### src/rtl/sram_bus_ctrl_if.sv
// Pipeline-side request/response bundle for the shared SRAM controller.
// The master is the CPU pipeline (fetch + MEM stage); the slave is the controller.
interface sram_bus_ctrl_if;
  logic        if_req;
  logic [31:0] if_addr;
  logic [31:0] if_rdata;
  logic        if_ack;

  logic        mem_req;
  logic        mem_we_n;
  logic [3:0]  mem_be_n;
  logic [31:0] mem_addr;
  logic [31:0] mem_wdata;
  logic [31:0] mem_rdata;
  logic        mem_ack;

  logic        stall_req;

  modport master (
    output if_req, if_addr,
    output mem_req, mem_we_n, mem_be_n, mem_addr, mem_wdata,
    input  if_rdata, if_ack, mem_rdata, mem_ack, stall_req
  );

  modport slave (
    input  if_req, if_addr,
    input  mem_req, mem_we_n, mem_be_n, mem_addr, mem_wdata,
    output if_rdata, if_ack, mem_rdata, mem_ack, stall_req
  );
endinterface

### src/rtl/sram_bus_ctrl.sv
// Arbiter and access sequencer for one asynchronous SRAM shared by the
// instruction-fetch and data ports: IDLE -> ACCESS (WAIT_CYCLES+1) -> DONE.
module sram_bus_ctrl #(
  parameter int WAIT_CYCLES = 1,
  parameter int ADDR_W      = 20
) (
  input  logic              clk,
  input  logic              rst,
  sram_bus_ctrl_if.slave    bus,
  output logic [ADDR_W-1:0] sram_addr,
  output logic [31:0]       sram_wdata,
  output logic              sram_data_oe,
  input  logic [31:0]       sram_rdata,
  output logic              sram_ce_n,
  output logic              sram_oe_n,
  output logic              sram_we_n,
  output logic [3:0]        sram_be_n
);

  typedef enum logic [1:0] {
    IDLE   = 2'd0,
    ACCESS = 2'd1,
    DONE   = 2'd2
  } state_t;

  localparam logic [3:0] LAST_CNT = 4'(WAIT_CYCLES);

  state_t              state_q, state_d;
  logic [3:0]          cnt_q, cnt_d;
  logic                owner_mem_q, owner_mem_d;
  logic                write_q, write_d;
  logic [ADDR_W-1:0]   addr_q, addr_d;
  logic [3:0]          be_n_q, be_n_d;
  logic [31:0]         wdata_q, wdata_d;
  logic                last_mem_q, last_mem_d;
  logic [31:0]         if_rdata_q, if_rdata_d;
  logic [31:0]         mem_rdata_q, mem_rdata_d;

  logic                grant_mem;
  logic                grant_if;
  logic                last_beat;

  // Byte-offset bits and bits above the SRAM word range carry no meaning here.
  logic unused_addr_bits;
  assign unused_addr_bits = ^{bus.if_addr[31:ADDR_W+2], bus.if_addr[1:0],
                              bus.mem_addr[31:ADDR_W+2], bus.mem_addr[1:0]};

  always_ff @(posedge clk or negedge rst) begin
    if (!rst) begin
      state_q     <= IDLE;
      cnt_q       <= 4'd0;
      owner_mem_q <= 1'b0;
      write_q     <= 1'b0;
      addr_q      <= '0;
      be_n_q      <= 4'hF;
      wdata_q     <= 32'd0;
      last_mem_q  <= 1'b0;
      if_rdata_q  <= 32'd0;
      mem_rdata_q <= 32'd0;
    end else begin
      state_q     <= state_d;
      cnt_q       <= cnt_d;
      owner_mem_q <= owner_mem_d;
      write_q     <= write_d;
      addr_q      <= addr_d;
      be_n_q      <= be_n_d;
      wdata_q     <= wdata_d;
      last_mem_q  <= last_mem_d;
      if_rdata_q  <= if_rdata_d;
      mem_rdata_q <= mem_rdata_d;
    end
  end

  always_comb begin
    state_d      = state_q;
    cnt_d        = cnt_q;
    owner_mem_d  = owner_mem_q;
    write_d      = write_q;
    addr_d       = addr_q;
    be_n_d       = be_n_q;
    wdata_d      = wdata_q;
    last_mem_d   = last_mem_q;
    if_rdata_d   = if_rdata_q;
    mem_rdata_d  = mem_rdata_q;
    grant_mem    = 1'b0;
    grant_if     = 1'b0;
    last_beat    = (cnt_q == LAST_CNT);
    sram_ce_n    = 1'b1;
    sram_oe_n    = 1'b1;
    sram_we_n    = 1'b1;
    sram_be_n    = 4'hF;
    sram_data_oe = 1'b0;

    case (state_q)
      IDLE: begin
        // MEM wins a tie unless it also won the previous grant.
        grant_mem = bus.mem_req & (~bus.if_req | ~last_mem_q);
        grant_if  = bus.if_req & ~grant_mem;
        if (grant_mem) begin
          owner_mem_d = 1'b1;
          last_mem_d  = 1'b1;
          write_d     = ~bus.mem_we_n;
          addr_d      = bus.mem_addr[ADDR_W+1:2];
          be_n_d      = bus.mem_be_n;
          wdata_d     = bus.mem_wdata;
        end else if (grant_if) begin
          owner_mem_d = 1'b0;
          last_mem_d  = 1'b0;
          write_d     = 1'b0;
          addr_d      = bus.if_addr[ADDR_W+1:2];
          be_n_d      = 4'b0000;
        end
        if (grant_mem | grant_if) begin
          state_d = ACCESS;
          cnt_d   = 4'd0;
        end
      end

      ACCESS: begin
        sram_ce_n = 1'b0;
        sram_be_n = be_n_q;
        if (write_q) begin
          // we_n rises one cycle before the bus is released so data holds past it.
          sram_data_oe = 1'b1;
          sram_we_n    = last_beat;
        end else begin
          sram_oe_n = 1'b0;
        end
        if (last_beat) begin
          state_d = DONE;
          if (!write_q) begin
            if (owner_mem_q) begin
              mem_rdata_d = sram_rdata;
            end else begin
              if_rdata_d = sram_rdata;
            end
          end
        end else begin
          cnt_d = cnt_q + 4'd1;
        end
      end

      DONE: begin
        state_d = IDLE;
      end

      default: begin
        state_d = IDLE;
      end
    endcase
  end

  assign sram_addr     = addr_q;
  assign sram_wdata    = wdata_q;
  assign bus.if_ack    = (state_q == DONE) & ~owner_mem_q;
  assign bus.mem_ack   = (state_q == DONE) & owner_mem_q;
  assign bus.if_rdata  = if_rdata_q;
  assign bus.mem_rdata = mem_rdata_q;

  // Stall drops in the ack cycle so the pipeline advances exactly on ack.
  assign bus.stall_req = rst & ((bus.mem_req & ~bus.mem_ack) |
                                (bus.if_req & ~bus.if_ack));

endmodule

### src/flat_wrapper.sv
// flat-port wrapper written by rule: the top's interface ports become plain ports
module sram_bus_ctrl_flat 
#(
  parameter int WAIT_CYCLES = 1,
  parameter int ADDR_W      = 20
)
  (clk, rst, sram_addr, sram_wdata, sram_data_oe, sram_rdata, sram_ce_n, sram_oe_n, sram_we_n, sram_be_n, bus_if_req, bus_if_addr, bus_mem_req, bus_mem_we_n, bus_mem_be_n, bus_mem_addr, bus_mem_wdata, bus_if_rdata, bus_if_ack, bus_mem_rdata, bus_mem_ack, bus_stall_req);
  sram_bus_ctrl_if bus_i ();
  input  logic clk;
  input  logic rst;
  output logic [ADDR_W-1:0] sram_addr;
  output logic [31:0] sram_wdata;
  output logic sram_data_oe;
  input  logic [31:0] sram_rdata;
  output logic sram_ce_n;
  output logic sram_oe_n;
  output logic sram_we_n;
  output logic [3:0] sram_be_n;
  input wire logic [$bits(bus_i.if_req)-1:0] bus_if_req;
  input wire logic [$bits(bus_i.if_addr)-1:0] bus_if_addr;
  input wire logic [$bits(bus_i.mem_req)-1:0] bus_mem_req;
  input wire logic [$bits(bus_i.mem_we_n)-1:0] bus_mem_we_n;
  input wire logic [$bits(bus_i.mem_be_n)-1:0] bus_mem_be_n;
  input wire logic [$bits(bus_i.mem_addr)-1:0] bus_mem_addr;
  input wire logic [$bits(bus_i.mem_wdata)-1:0] bus_mem_wdata;
  output wire logic [$bits(bus_i.if_rdata)-1:0] bus_if_rdata;
  output wire logic [$bits(bus_i.if_ack)-1:0] bus_if_ack;
  output wire logic [$bits(bus_i.mem_rdata)-1:0] bus_mem_rdata;
  output wire logic [$bits(bus_i.mem_ack)-1:0] bus_mem_ack;
  output wire logic [$bits(bus_i.stall_req)-1:0] bus_stall_req;
  assign bus_i.if_req = bus_if_req;
  assign bus_i.if_addr = bus_if_addr;
  assign bus_i.mem_req = bus_mem_req;
  assign bus_i.mem_we_n = bus_mem_we_n;
  assign bus_i.mem_be_n = bus_mem_be_n;
  assign bus_i.mem_addr = bus_mem_addr;
  assign bus_i.mem_wdata = bus_mem_wdata;
  assign bus_if_rdata = bus_i.if_rdata;
  assign bus_if_ack = bus_i.if_ack;
  assign bus_mem_rdata = bus_i.mem_rdata;
  assign bus_mem_ack = bus_i.mem_ack;
  assign bus_stall_req = bus_i.stall_req;
  sram_bus_ctrl #(.WAIT_CYCLES(WAIT_CYCLES), .ADDR_W(ADDR_W)) u_core (.clk(clk), .rst(rst), .bus(bus_i), .sram_addr(sram_addr), .sram_wdata(sram_wdata), .sram_data_oe(sram_data_oe), .sram_rdata(sram_rdata), .sram_ce_n(sram_ce_n), .sram_oe_n(sram_oe_n), .sram_we_n(sram_we_n), .sram_be_n(sram_be_n));
endmodule
### config.mk
export PLATFORM = sky130hd
export DESIGN_NAME = sram_bus_ctrl_flat
export DESIGN_NICKNAME = d
export VERILOG_FILES = /design/src/rtl/sram_bus_ctrl_if.sv /design/src/rtl/sram_bus_ctrl.sv /design/src/flat_wrapper.sv
export SDC_FILE = /design/constraint.sdc
export NUM_CORES = 1
export LEC_CHECK = 0
export CORE_MARGIN = 1.5
export CORE_UTILIZATION = 43
export DETAILED_ROUTE_END_ITERATION = 10
export PLACE_DENSITY = 0.92
export SYNTH_ARGS = -nofsm -noshare
export SYNTH_HDL_FRONTEND = slang
export SYNTH_SLANG_ARGS = --single-unit
### constraint.sdc
create_clock -name clk -period 3.9 [get_ports clk]
set_clock_uncertainty 0.05 [all_clocks]
set_input_delay 0.78 -clock clk [delete_from_list [all_inputs] [get_ports clk]]
set_output_delay 0.78 -clock clk [all_outputs]
set_load 0.01 [all_outputs]
---- Yosys cells after proc, flatten, opt, wreduce, memory -nomap -nowiden ----
Index checks and enable logic that the tools add are counted.
cells by class
  add/subtract/negate cells ............... 1
  multiply operators ...................... 0
  divide/modulo/power cells ............... 0
  magnitude comparators ................... 0
  equality and inequality tests ........... 6
  shift operators ......................... 0
  multiplexer cells ....................... 20
  bitwise gates (word level) .............. 17
  reductions and logical operators ........ 9
operators with widths
  cell                 count
  $mux 20              2
  $mux 4               5
  $mux 1               9
  $pmux 4 s2           1
  $reduce_and 4->1     2
  $and 1x1->1          7
  $not 1->1            7
  $reduce_and 2->1     3
  $add 4x1->4 const B  1
  $eq 4x1->1 const B   1
  $mux 2               2
  $ne 2x1->1 const B   2
  $pmux 2 s2           1
  $reduce_bool 2->1    2
  $or 1x1->1           3
  $reduce_and 3->1     1
  $eq 2x1->1 const B   1
  $eq 2x2->1 const B   1
  $logic_not 2->1      1
  $ne 2x2->1 const B   1
storage, ports and cells
  bits in registers ....................... 128
  bits in latches ......................... 0
  memory bits (writable) .................. 0
  ROM bits ................................ 0
  input bits .............................. 137
  output and inout port bits .............. 127
  word-level logic and storage cells ...... 62
  memories ................................ 0

---- Depth between registers and ports, before layout ----
Gate-level depths: netlist of the first run.
  depth in word-level cells ............... 8
  mapped depth ............................ 7
  gate-level depth less buffers ........... 5

---- Worst setup path after synthesis of the first run ----
No wires, ideal clock.
  path kind ............................... input-to-reg
  start point ............................. input port bus_mem_req
  end point ............................... register u_core.addr_q[0], in the netlist u_core.sram_addr[0]
  library setup time ...................... 0.125 ns
  data arrival time ....................... 2.061 ns
  required time ........................... 3.725 ns
  slack ................................... 1.665 ns
  stages .................................. 4
  buffers on the path ..................... 1
  path through ............................ a21boi_0 > clkbuf_1 > mux2_2 > mux2_2
on the way
  cells in the longest elaborated chain, start to end .. 5
  elaborated cells on any way between the ends .. 6
  those cells by class .................... mux: 1; bitwise: 3; reduce/logical: 2
RTL lines
  item                         line                 RTL
  start: declaration           flat_wrapper.sv:21   input wire logic [$bits(bus_i.mem_req)-1:0] bus_mem_req;
  $and 1x1->1 *                sram_bus_ctrl.sv:97  grant_mem = bus.mem_req & (~bus.if_req | ~last_mem_q);
  $not 1->1                    sram_bus_ctrl.sv:98  grant_if = bus.if_req & ~grant_mem;
  $and 1x1->1                  sram_bus_ctrl.sv:98
  $reduce_bool 2->1 (no line)  --
  $reduce_and 2->1 (no line)   --
  end signal: assignment       sram_bus_ctrl.sv:65  addr_q <= addr_d;
  end: declaration             sram_bus_ctrl.sv:32  logic [ADDR_W-1:0] addr_q, addr_d;
Mark *: on every way between the ends. The rest lies on a longest branch, timed or not.
A chain may end at the register's enable or synchronous reset.

---- Worst setup path after layout of the first run ----
  start point ............................. register u_core.state_q[1]
  end point ............................... output port sram_we_n
on the way
  cells in the longest elaborated chain, start to end .. 2
RTL lines
  item                      line                 RTL
  start: declaration        sram_bus_ctrl.sv:28  state_t state_q, state_d;
  start signal: assignment  sram_bus_ctrl.sv:61  state_q <= state_d;
  $eq 2x1->1                sram_bus_ctrl.sv:94  case (state_q)
  $mux 1                    sram_bus_ctrl.sv:94
  end: declaration          flat_wrapper.sv:17   output logic sram_we_n;
No other way between the ends.

==> run metrics, run 1 <==
status=completed; CTS max path bufs=2; Root Buffer Master=clkbuf_16; sequential share of the synthesized area=0.607; Initial Util=0.440; mapped cell area=0.00528 sq mm; hold slack=0.453 ns; RePlAce Congestion=0.778; crit end category=primary output; Register Area=0.00321 sq mm; placed cell count=707; top cell type by total area after synthesis=dfrtp_1; P_leak=about 3.6 nW; first-pass GRT wire length=21.3 mm; die area=0.0130 sq mm; clk sinks=128; setup TNS=0 ns; Place WS=0.864 ns; Area Growth Syn to Fin=60.8%; share of the synthesized area in the top cell type=0.587; CTS buffer count=17; antenna-violating nets left=0; Post-CTS Setup Bufs=0; category of the most critical setup path=reg2out; via count=3736; vias in the first global route=between 4000 and 5000; post-route clock period utilization=0.783; RSZ-0062 raised after global routing=no; # setup viols final=0; Reg2Reg Depth=6; layout cells sized above 1=0.319; Pwr Total=7.57 mW; fillers=813; Global Route Usage Sum=0.217; DR vias/cell=5.06; Peak VDD IR=around 0.47 mV; Required @ worst endpoint=3.07 ns; r2r setup slk=about 1.3 ns; total global routing overflow=0; multi-input logic area=0.00198 sq mm; Final #Nets=between 700 and 800; MaxCap Viol Count=0; Worst-Skew Late Latency=0.41 ns; core area=between 0.01 and 0.015 sq mm; DRC viols=0; Detailed Route WL=13.3 mm; Arr. time, crit path=2.22 ns; CP Launch Type=flop; Top Ports=264; Antenna Cells=0; Avg Inst Size Synth=~16 sq um; crit path time final=3.05 ns; post-synth cell types=35; Peak Freq=328 MHz; clock-pin slew on the worst setup and hold paths=0.06 ns; Setup crit start=u_core.state_q[1]; Synth Register Bits=128; Synth Instances=330; IO Port Bufs=between 200 and 250; Pre-antenna DRT Iters=4; CTS tree=yes; synth warn=0; final setup margin=0.847 ns; Hold Crit Class=reg2reg; Final Hold Viols=0; Mapped Nets=469; CTS H-tree lvls=4; largest net degree at the start of global routing=74; fin. max-slew vios=0; relative slew slack=0.404; First DRT Iteration DRCs=196; # resized after CTS=0; die height=114 microns; FF-to-FF End=u_core.bus.mem_rdata[28]; worst r2r src=u_core.cnt_q[1]; crit path max fanout=16; Core Rows=40; fin cells=~740; die span in x=about 110 microns; Least-Margin Pin Slew=slightly below 0.9 ns; dpl hpwl=9.64 mm; most area-consuming cells after synthesis=dfrtp_1, mux2_2, mux2_4; Post-CTS Hold Buffers=0; Power Dens Cells=around 890 mW/mm^2; CP endpoint=sram_we_n; WL/cell=between 15 and 20 microns; initial antenna violation count=0
critical path, cell delays in order (launching register included):
cell and delay, ns:
dfrtp_1 0.42, nand2b_1 0.42, or3_1 0.45, clkdlybuf4s50_1 0.52
worst min path at each step:
stage                             startpoint                       end  cells after the start
finish                   u_core.sram_addr[7]       u_core.sram_addr[7]                      1
global route         u_core.bus.if_rdata[31]   u_core.bus.if_rdata[31]                      1
CTS                  u_core.bus.if_rdata[30]   u_core.bus.if_rdata[30]                      1
detailed placement  u_core.bus.mem_rdata[20]  u_core.bus.mem_rdata[20]                      1
global placement      u_core.bus.if_rdata[2]    u_core.bus.if_rdata[2]                      1
floorplan                                rst    u_core.bus.if_rdata[0]                      0
stage by stage:
step / instance area, sq um / utilization
after floorplan: 5280 / -
after global placement: 7840 / 0.653
after detailed placement: 7840 / 0.653
after CTS: 8500 / 0.707
after global routing: 8500 / 0.707
final: 8500 / 0.707
synth_stat cells:
master / instances
a21boi_0: 1
a21o_1: 1
a22o_1: 4
a31o_2: 1
and2_1: 2
and3b_1: 1
buf_2: 8
buf_6: 3
clkbuf_1: 5
dfrtp_1: 124
dfstp_2: 4
ha_1: 2
inv_1: 4
mux2_1: 2
mux2_2: 104
mux2_4: 30
mux2i_1: 1
nand2_1: 2
nand2b_1: 3
nand3_1: 1
nand3b_1: 1
nor2_1: 5
nor2b_1: 1
nor3_1: 1
nor3b_1: 2
nor4_2: 1
o21ai_0: 1
o21ai_1: 1
o221ai_1: 1
o22ai_1: 4
or2_2: 5
or3_1: 1
or3b_4: 1
or4b_1: 1
xor2_1: 1
cell type report:
cell class,instances,share of cell area
Tap cell,147,0.0216
Sequential cell,128,0.378
Inverter,4,0.00177
Clock inverter,14,0.0252
Clock buffer,18,0.0517
Timing Repair Buffer,246,0.289
Multi-Input combinational cell,182,0.233
report_power, final:
group	internal, mW	switching, mW
clock network	1.15	0.577
registers	2.03	0.407
logic	2.16	1.25
placed cells by master, fill, tap and decap left out, drive strengths merged, types with 2 or more instances in the layout:
master         Yosys  final
nand2              2      2
clkdlybuf4s50      0    238
o21ai              2      2
ha                 2      2
nor2               5      5
a22o               4      4
or2                5      5
mux2             136    136
buf               11      8
dfstp              4      4
inv                4      4
clkbuf             5     18
bufinv             0      5
nand2b             3      3
o22ai              4      4
dfrtp            124    124
and2               2      2
nor3b              2      2
clkinvlp           0      3
clkinv             0      6
logic make-up after synthesis:
family	after synthesis	synth area share
AO/OA/AOI/OAI	14	0.0194
XOR/XNOR	1	0.00166
adder cells (fa/ha/maj)	2	0.00474
buffers and inverters	20	0.0204
flip-flops	128	0.607
multiplexers	137	0.313
AND/OR/NAND/NOR	28	0.0334
flip-flops by register name, indices dropped and copies added, names as in the netlist:
register / count
u_core.sram_addr: 20
u_core.write_q: 1
u_core.state_q: 2
u_core.bus.if_rdata: 32
u_core.cnt_q: 4
u_core.sram_wdata: 32
u_core.bus.mem_rdata: 32
u_core.be_n_q: 4
u_core.last_mem_q: 1
routing by layer:
metal | global-route usage | vias up | share of wire
met5 | 0 | - | 0
met2 | 0.376 | 176 | 0.52
met4 | 0.0983 | 0 | 0.027
met1 | 0.241 | 1851 | 0.38
li1 | - | 1680 | -
met3 | 0.0755 | 29 | 0.074
Note: power is estimated with default switching activity, not from simulation.
==> run 2, diff against run 1 <==
--- a/config.mk
+++ b/config.mk
@@ -6,9 +6,9 @@
 export NUM_CORES = 1
 export LEC_CHECK = 0
 export CORE_MARGIN = 1.5
-export CORE_UTILIZATION = 43
+export CORE_UTILIZATION = 40
 export DETAILED_ROUTE_END_ITERATION = 10
-export PLACE_DENSITY = 0.92
+export PLACE_DENSITY = 0.87
 export SYNTH_ARGS = -nofsm -noshare
 export SYNTH_HDL_FRONTEND = slang
 export SYNTH_SLANG_ARGS = --single-unit
==> constraint.sdc (replaced) <==
create_clock -name clk -period 3.1 [get_ports clk]
set_clock_uncertainty 0.05 [all_clocks]
set_input_delay 0.62 -clock clk [delete_from_list [all_inputs] [get_ports clk]]
set_output_delay 0.62 -clock clk [all_outputs]
set_load 0.01 [all_outputs]
==> run 2 against run 1 <==
  * Register-to-register slack got worse by 0.81 ns
  * Worst setup slack got worse by 0.64 ns
  * Utilization fell by 4.4 points
  * Power rose by 22%
  * Sequential cell count did not move
  * Sequential share of layout area rose by 0.089 points
  * Worst hold slack got worse by 0.13 ns
  * Via count rose by 0.37%
  * Largest power group unchanged
  * Highest routed layer unchanged
==> run metrics, run 2 (synthesis gave the netlist of run 1 again) <==
Final #Nets=717 (-0.14%); Post-CTS Hold Buffers=0 (unchanged); most frequent cells in the layout=clkdlybuf4s50_1, dfrtp_1, mux2_2, mux2_4, clkbuf_16; CP Buf/Inv Count=1 (unchanged); Setup crit start=u_core.state_q[1]; Crit path max-delay family=simple AND/OR/NAND/NOR gates; Sw Ratio=0.297 (+0.00201); RePlAce Congestion=0.754 (-3.1%); RSZ-0062 raised after global routing=no; layout cells sized above 1=0.315 (-0.00454); # setup viols final=0 (unchanged); CTS max path bufs=2 (unchanged); Top Ports=264 (unchanged); Post-DP Area=0.00789 sq mm (+0.62%); critical path depth=3 (unchanged); First DRT Iteration DRCs=180 (-8.2%); # resized after CTS=0 (unchanged); IO Port Bufs=239 (unchanged); Least-Margin Pin Slew=0.692 ns (-0.202 ns); post-route clock period utilization=0.933; P_leak=3.60 nW (-0.82%); CTS tree=yes; Root Buffer Master=clkbuf_16; Pre-antenna DRT Iters=4 (unchanged); Area Growth Syn to Fin=60.5%; Global Route Usage Sum=0.200 (-0.0175); fillers=893 (+9.8%); Core Rows=41 (+2.5%); die height=118 microns (+3.6%); CP max stage delay=0.51 ns (about the same); CP endpoint=sram_we_n; Final Hold Viols=0 (unchanged); clock-pin slew on the worst setup and hold paths=0.05 ns (about the same); r2r setup slk=0.51 ns (-0.81 ns); Clk pwr share=0.209 (-0.019); Peak Freq=346 MHz; worst r2r src=u_core.cnt_q[1]; MaxCap Viol Count=0 (unchanged); Peak VDD IR=0.486 mV (+4.3%); relative slew slack=0.539 (+0.135); post-route cell area=0.00848 sq mm (-0.24%); Power Dens Cells=1090 mW/mm^2 (+23%); Initial Util=0.414 (-0.0262); core area=0.0128 sq mm (+6.3%); fin cells=763 (+3.2%); CTS buffer count=17 (unchanged); total global routing overflow=0 (unchanged); crit path max fanout=16 (unchanged); dpl hpwl=9.35 mm (-3.0%); clk sinks=128 (unchanged); Post-CTS Setup Bufs=0 (unchanged); crit path time final=between 2 and 3 ns; FF-to-FF End=u_core.bus.mem_rdata[19]; Detailed Route WL=13.1 mm (-1.5%); P_int=6.52 mW (+22%); die span in x=118 microns (+3.6%); Antenna Cells=0 (unchanged); vias in the first global route=4198 (+1.8%); Hold Crit Class=in2async; status=completed; DR vias/cell=4.91 (-2.8%); Comb power frac=0.460 (+0.010); Reg2Reg Depth=6 (unchanged); via count=3750 (+0.37%); initial antenna violation count=0 (unchanged); largest net degree at the start of global routing=129 (+74%); CP Launch Type=flop; die area=0.0139 sq mm (+7.3%); category of the most critical setup path=reg2out; Slowest-stage cell, CP=clkdlybuf4s50_1; antenna-violating nets left=0 (unchanged); DRC viols=0 (unchanged); crit end category=primary output; CP Cell Sequence=nand2b_1 -> or3_1 -> clkdlybuf4s50_1; WL/cell=17.2 microns (-4.6%); Net Sw Power=2.75 mW (+23%); Arr. time, crit path=2.22 ns (about the same); most common cell after layout, fill and taps aside=clkdlybuf4s50_1; Seq pwr share=0.330 (+0.008); Worst-Skew Late Latency=0.41 ns (about the same); fin. max-slew vios=0 (unchanged); first-pass GRT wire length=21.7 mm (+2.1%); Required @ worst endpoint=2.43 ns (-0.64 ns); CTS H-tree lvls=4 (unchanged); placed cell count=731 (+3.4%); setup TNS=0 ns (unchanged)
-- run 2: cell count changes in the layout (fill, tap and decap cells not counted) --
cell / delta
clkinv_2: +1
buf_4: -3
bufinv_16: -3
buf_12: +2
clkbuf_1: +2
clkinvlp_4: +1
clkbuf_8: +2
clkinv_4: -3
-- run 2: power groups by stage --
stage          sequential [mW]  combinational (mW)  clock [mW]
2_1_floorplan             3.38                1.68           0
3_3_place_gp              3.01                4.20           0
3_5_place_dp              3.08                4.30           0
4_1_cts                   3.07                4.32        1.99
5_1_grt                   3.18                4.52        2.07
6_report                  3.06                4.27        1.94
-- run 2: how the worst min path moves through the flow --
stage                                    endpoint  slack [ns]  cells past startpoint
final                     u_core.bus.mem_rdata[1]        0.33                      2
after CTS                 u_core.bus.mem_rdata[1]        0.37                      2
after floorplan            u_core.bus.if_rdata[0]        0.27                      0
after global placement     u_core.bus.if_rdata[2]        0.42                      1
after global routing      u_core.bus.mem_rdata[1]        0.38                      2
after detailed placement  u_core.bus.mem_rdata[1]        0.44                      1
-- run 2: routing by layer --
metal  vias to the layer above  track usage  wire length [microns]
met5                         -            0                      0
met4                         0       0.0816                    340
met3                        29       0.0712                    938
met2                       176        0.345                   6640
met1                      1867        0.224                   5190
li1                       1678            -                      -
-- run 2: area by class of cell --
| cell class | instances | area [sq um] | share of cell area |
|---|---|---|---|
| sequential | 128 | 3210 | 0.378 |
| timing repair buffer | 245 | 2470 | 0.292 |
| multi-input combinational | 182 | 1980 | 0.234 |
| clock buffer | 22 | 474 | 0.0559 |
| tap | 172 | 215 | 0.0254 |
| clock inverter | 10 | 110 | 0.0130 |
| inverter | 4 | 15.0 | 0.00177 |
-- run 2: metrics by stage --
step | setup slack (ns) | util | power [mW] | hold slack [ns]
global route | 0.121 | 0.664 | 9.77 | 0.379
floorplan | 0.900 | - | 5.06 | 0.274
finish | 0.206 | 0.664 | 9.27 | 0.325
CTS | 0.202 | 0.664 | 9.38 | 0.369
detailed placement | 0.402 | 0.618 | 7.38 | 0.442
global placement | 0.384 | 0.618 | 7.21 | 0.421
==> run 3, diff against run 2 <==
==> constraint.sdc (replaced) <==
create_clock -name clk -period 3.3 [get_ports clk]
set_clock_uncertainty 0.05 [all_clocks]
set_input_delay 0.66 -clock clk [delete_from_list [all_inputs] [get_ports clk]]
set_output_delay 0.66 -clock clk [all_outputs]
set_load 0.01 [all_outputs]
==> run 3 against run 2 <==
  * Design area down 0.86%
  * Register-to-register slack better by 0.19 ns
  * Combinational power fell by 6.8%
  * Critical path type unchanged
  * Critical endpoint unchanged
==> run metrics, run 3 (synthesis gave the netlist of run 1 again) <==
most common cell after layout, fill and taps aside=clkdlybuf4s50_1; die area=0.0139 sq mm (unchanged); Pre-antenna DRT Iters=4 (unchanged); clock-pin slew on the worst setup and hold paths=0.05 ns (about the same); Detailed Route WL=12.9 mm (-1.5%); Antenna Cells=0 (unchanged); Root Buffer Master=clkbuf_16; First DRT Iteration DRCs=128 (-29%); fillers=899 (+0.67%); initial antenna violation count=0 (unchanged); Global Route Usage Sum=0.196 (-0.00331); # setup viols final=0 (unchanged); Net Sw Power=2.55 mW (-7.6%); die span in x=118 microns (unchanged); most frequent cells in the layout=clkdlybuf4s50_1, dfrtp_1, mux2_2, mux2_4, clkbuf_16; RePlAce Congestion=0.772 (+2.4%); CP endpoint=sram_we_n; Seq pwr share=0.336 (+0.006); CTS buffer count=17 (unchanged); Finished Core Util=0.658 (-0.00568); dpl hpwl=9.22 mm (-1.4%); Sw Ratio=0.297 (+0.000360); Power Dens Cells=1020 mW/mm^2 (-6.9%); crit path max fanout=16 (unchanged); clk sinks=128 (unchanged); Post-CTS Setup Bufs=0 (unchanged); CP Buf/Inv Count=1 (unchanged); # resized after CTS=0 (unchanged); Required @ worst endpoint=2.59 ns (+0.16 ns); setup TNS=0 ns (unchanged); Final Hold Viols=0 (unchanged); Arr. time, crit path=2.26 ns (+0.04 ns); Crit path max-delay family=simple AND/OR/NAND/NOR gates; CP Launch Type=flop; Register Area=0.00321 sq mm (unchanged); status=completed; Least-Margin Pin Slew=0.677 ns (-0.0153 ns); post-route clock period utilization=0.899; Final #Nets=717 (unchanged); FF-to-FF End=u_core.bus.mem_rdata[28]; fin. max-slew vios=0 (unchanged); Initial Util=0.414 (unchanged); CP max stage delay=0.52 ns (about the same); DR vias/cell=4.86 (-1.1%); Peak VDD IR=0.395 mV (-19%); P_int=6.02 mW (-7.7%); MaxCap Viol Count=0 (unchanged); CP Cell Sequence=nand2b_1 -> or3_1 -> clkdlybuf4s50_1; largest net degree at the start of global routing=129 (unchanged); Clk pwr share=0.199 (-0.010); Setup crit start=u_core.state_q[1]; RSZ-0062 raised after global routing=no; multi-input logic area=0.00198 sq mm (unchanged); critical path depth=3 (unchanged); relative slew slack=0.549 (+0.0102); CTS H-tree lvls=4 (unchanged); IO Port Bufs=239 (unchanged); grt peak-use layer=met2; first-pass GRT wire length=21.4 mm (-1.7%); crit path time final=2.97 ns; Peak Freq=337 MHz; GR Layer Usage met2=0.338 (-0.00694); Core Rows=41 (unchanged); Post-CTS Hold Buffers=0 (unchanged); Hold Crit Class=in2async; total global routing overflow=0 (unchanged); layout cells sized above 1=0.311 (-0.00350); met3 Resource Use GR=0.0741 (+0.00291); DRC viols=0 (unchanged); Comb power frac=0.465 (+0.005); Slowest-stage cell, CP=clkdlybuf4s50_1; Global Route met1 Usage=0.220 (-0.00396); Reg2Reg Depth=6 (unchanged); die height=118 microns (unchanged); worst r2r src=u_core.cnt_q[1]; WL/cell=17.0 microns (-1.1%); vias in the first global route=4057 (-3.4%); Worst-Skew Late Latency=0.41 ns (about the same); CTS max path bufs=2 (unchanged); crit end category=primary output; Area Growth Syn to Fin=59.1%; core area=0.0128 sq mm (unchanged); r2r setup slk=0.70 ns (+0.19 ns); CTS tree=yes; antenna-violating nets left=0 (unchanged); via count=3696 (-1.4%); P_leak=3.58 nW (-0.50%); Top Ports=264 (unchanged); category of the most critical setup path=reg2out
## run 3: power by group through the flow
stage,sequential [mW],combinational [mW],clock [mW]
after floorplan,3.17,1.58,0
after global routing,2.98,4.24,1.81
after CTS,2.89,4.03,1.74
after detailed placement,2.89,4.00,0
final,2.87,3.98,1.70
after global placement,2.83,3.92,0
## run 3: worst reg2reg max path: stages (launching register included)
cell and delay [ns]:
dfrtp_1 0.41, inv_1 0.07, ha_1 0.16, or3b_4 0.43
or4b_2 0.63, buf_4 0.32, mux2_4 0.41
## run 3: routing by layer
layer  share of wire  routed length, microns  vias to the layer above
met5               0                       0                        -
met4           0.021                     274                        0
met3           0.082                    1060                       24
met2            0.51                    6590                      166
met1            0.39                    4990                     1838
li1                -                       -                     1668
## run 3: how the worst min path moves through the flow
| stage | end | slack [ns] | depth (start not counted) |
|---|---|---|---|
| after floorplan | u_core.bus.if_rdata[0] | 0.31 | 0 |
| after global placement | u_core.bus.if_rdata[2] | 0.42 | 1 |
| after detailed placement | u_core.bus.mem_rdata[20] | 0.44 | 1 |
| after CTS | u_core.bus.if_rdata[26] | 0.40 | 2 |
| after global routing | u_core.bus.mem_rdata[27] | 0.42 | 2 |
| final | u_core.bus.mem_rdata[27] | 0.36 | 2 |
## run 3: per-stage QoR
step	setup WS (ns)	area [sq um]	cells	power (mW)	hold WS [ns]
final	0.333	8400	760	8.56	0.362
after global routing	0.222	8400	760	9.03	0.421
after global placement	0.518	7870	731	6.75	0.419
after floorplan	1.10	5280	330	4.75	0.314
after detailed placement	0.502	7870	731	6.89	0.443
after CTS	0.327	8400	760	8.65	0.402
## run 3: cell type report
class / count / share of cell area
Clock buffer: 22 / 0.0564
Clock inverter: 7 / 0.00744
Inverter: 4 / 0.00179
Multi-Input combinational cell: 182 / 0.236
Sequential cell: 128 / 0.382
Tap cell: 172 / 0.0256
Timing Repair Buffer: 245 / 0.291
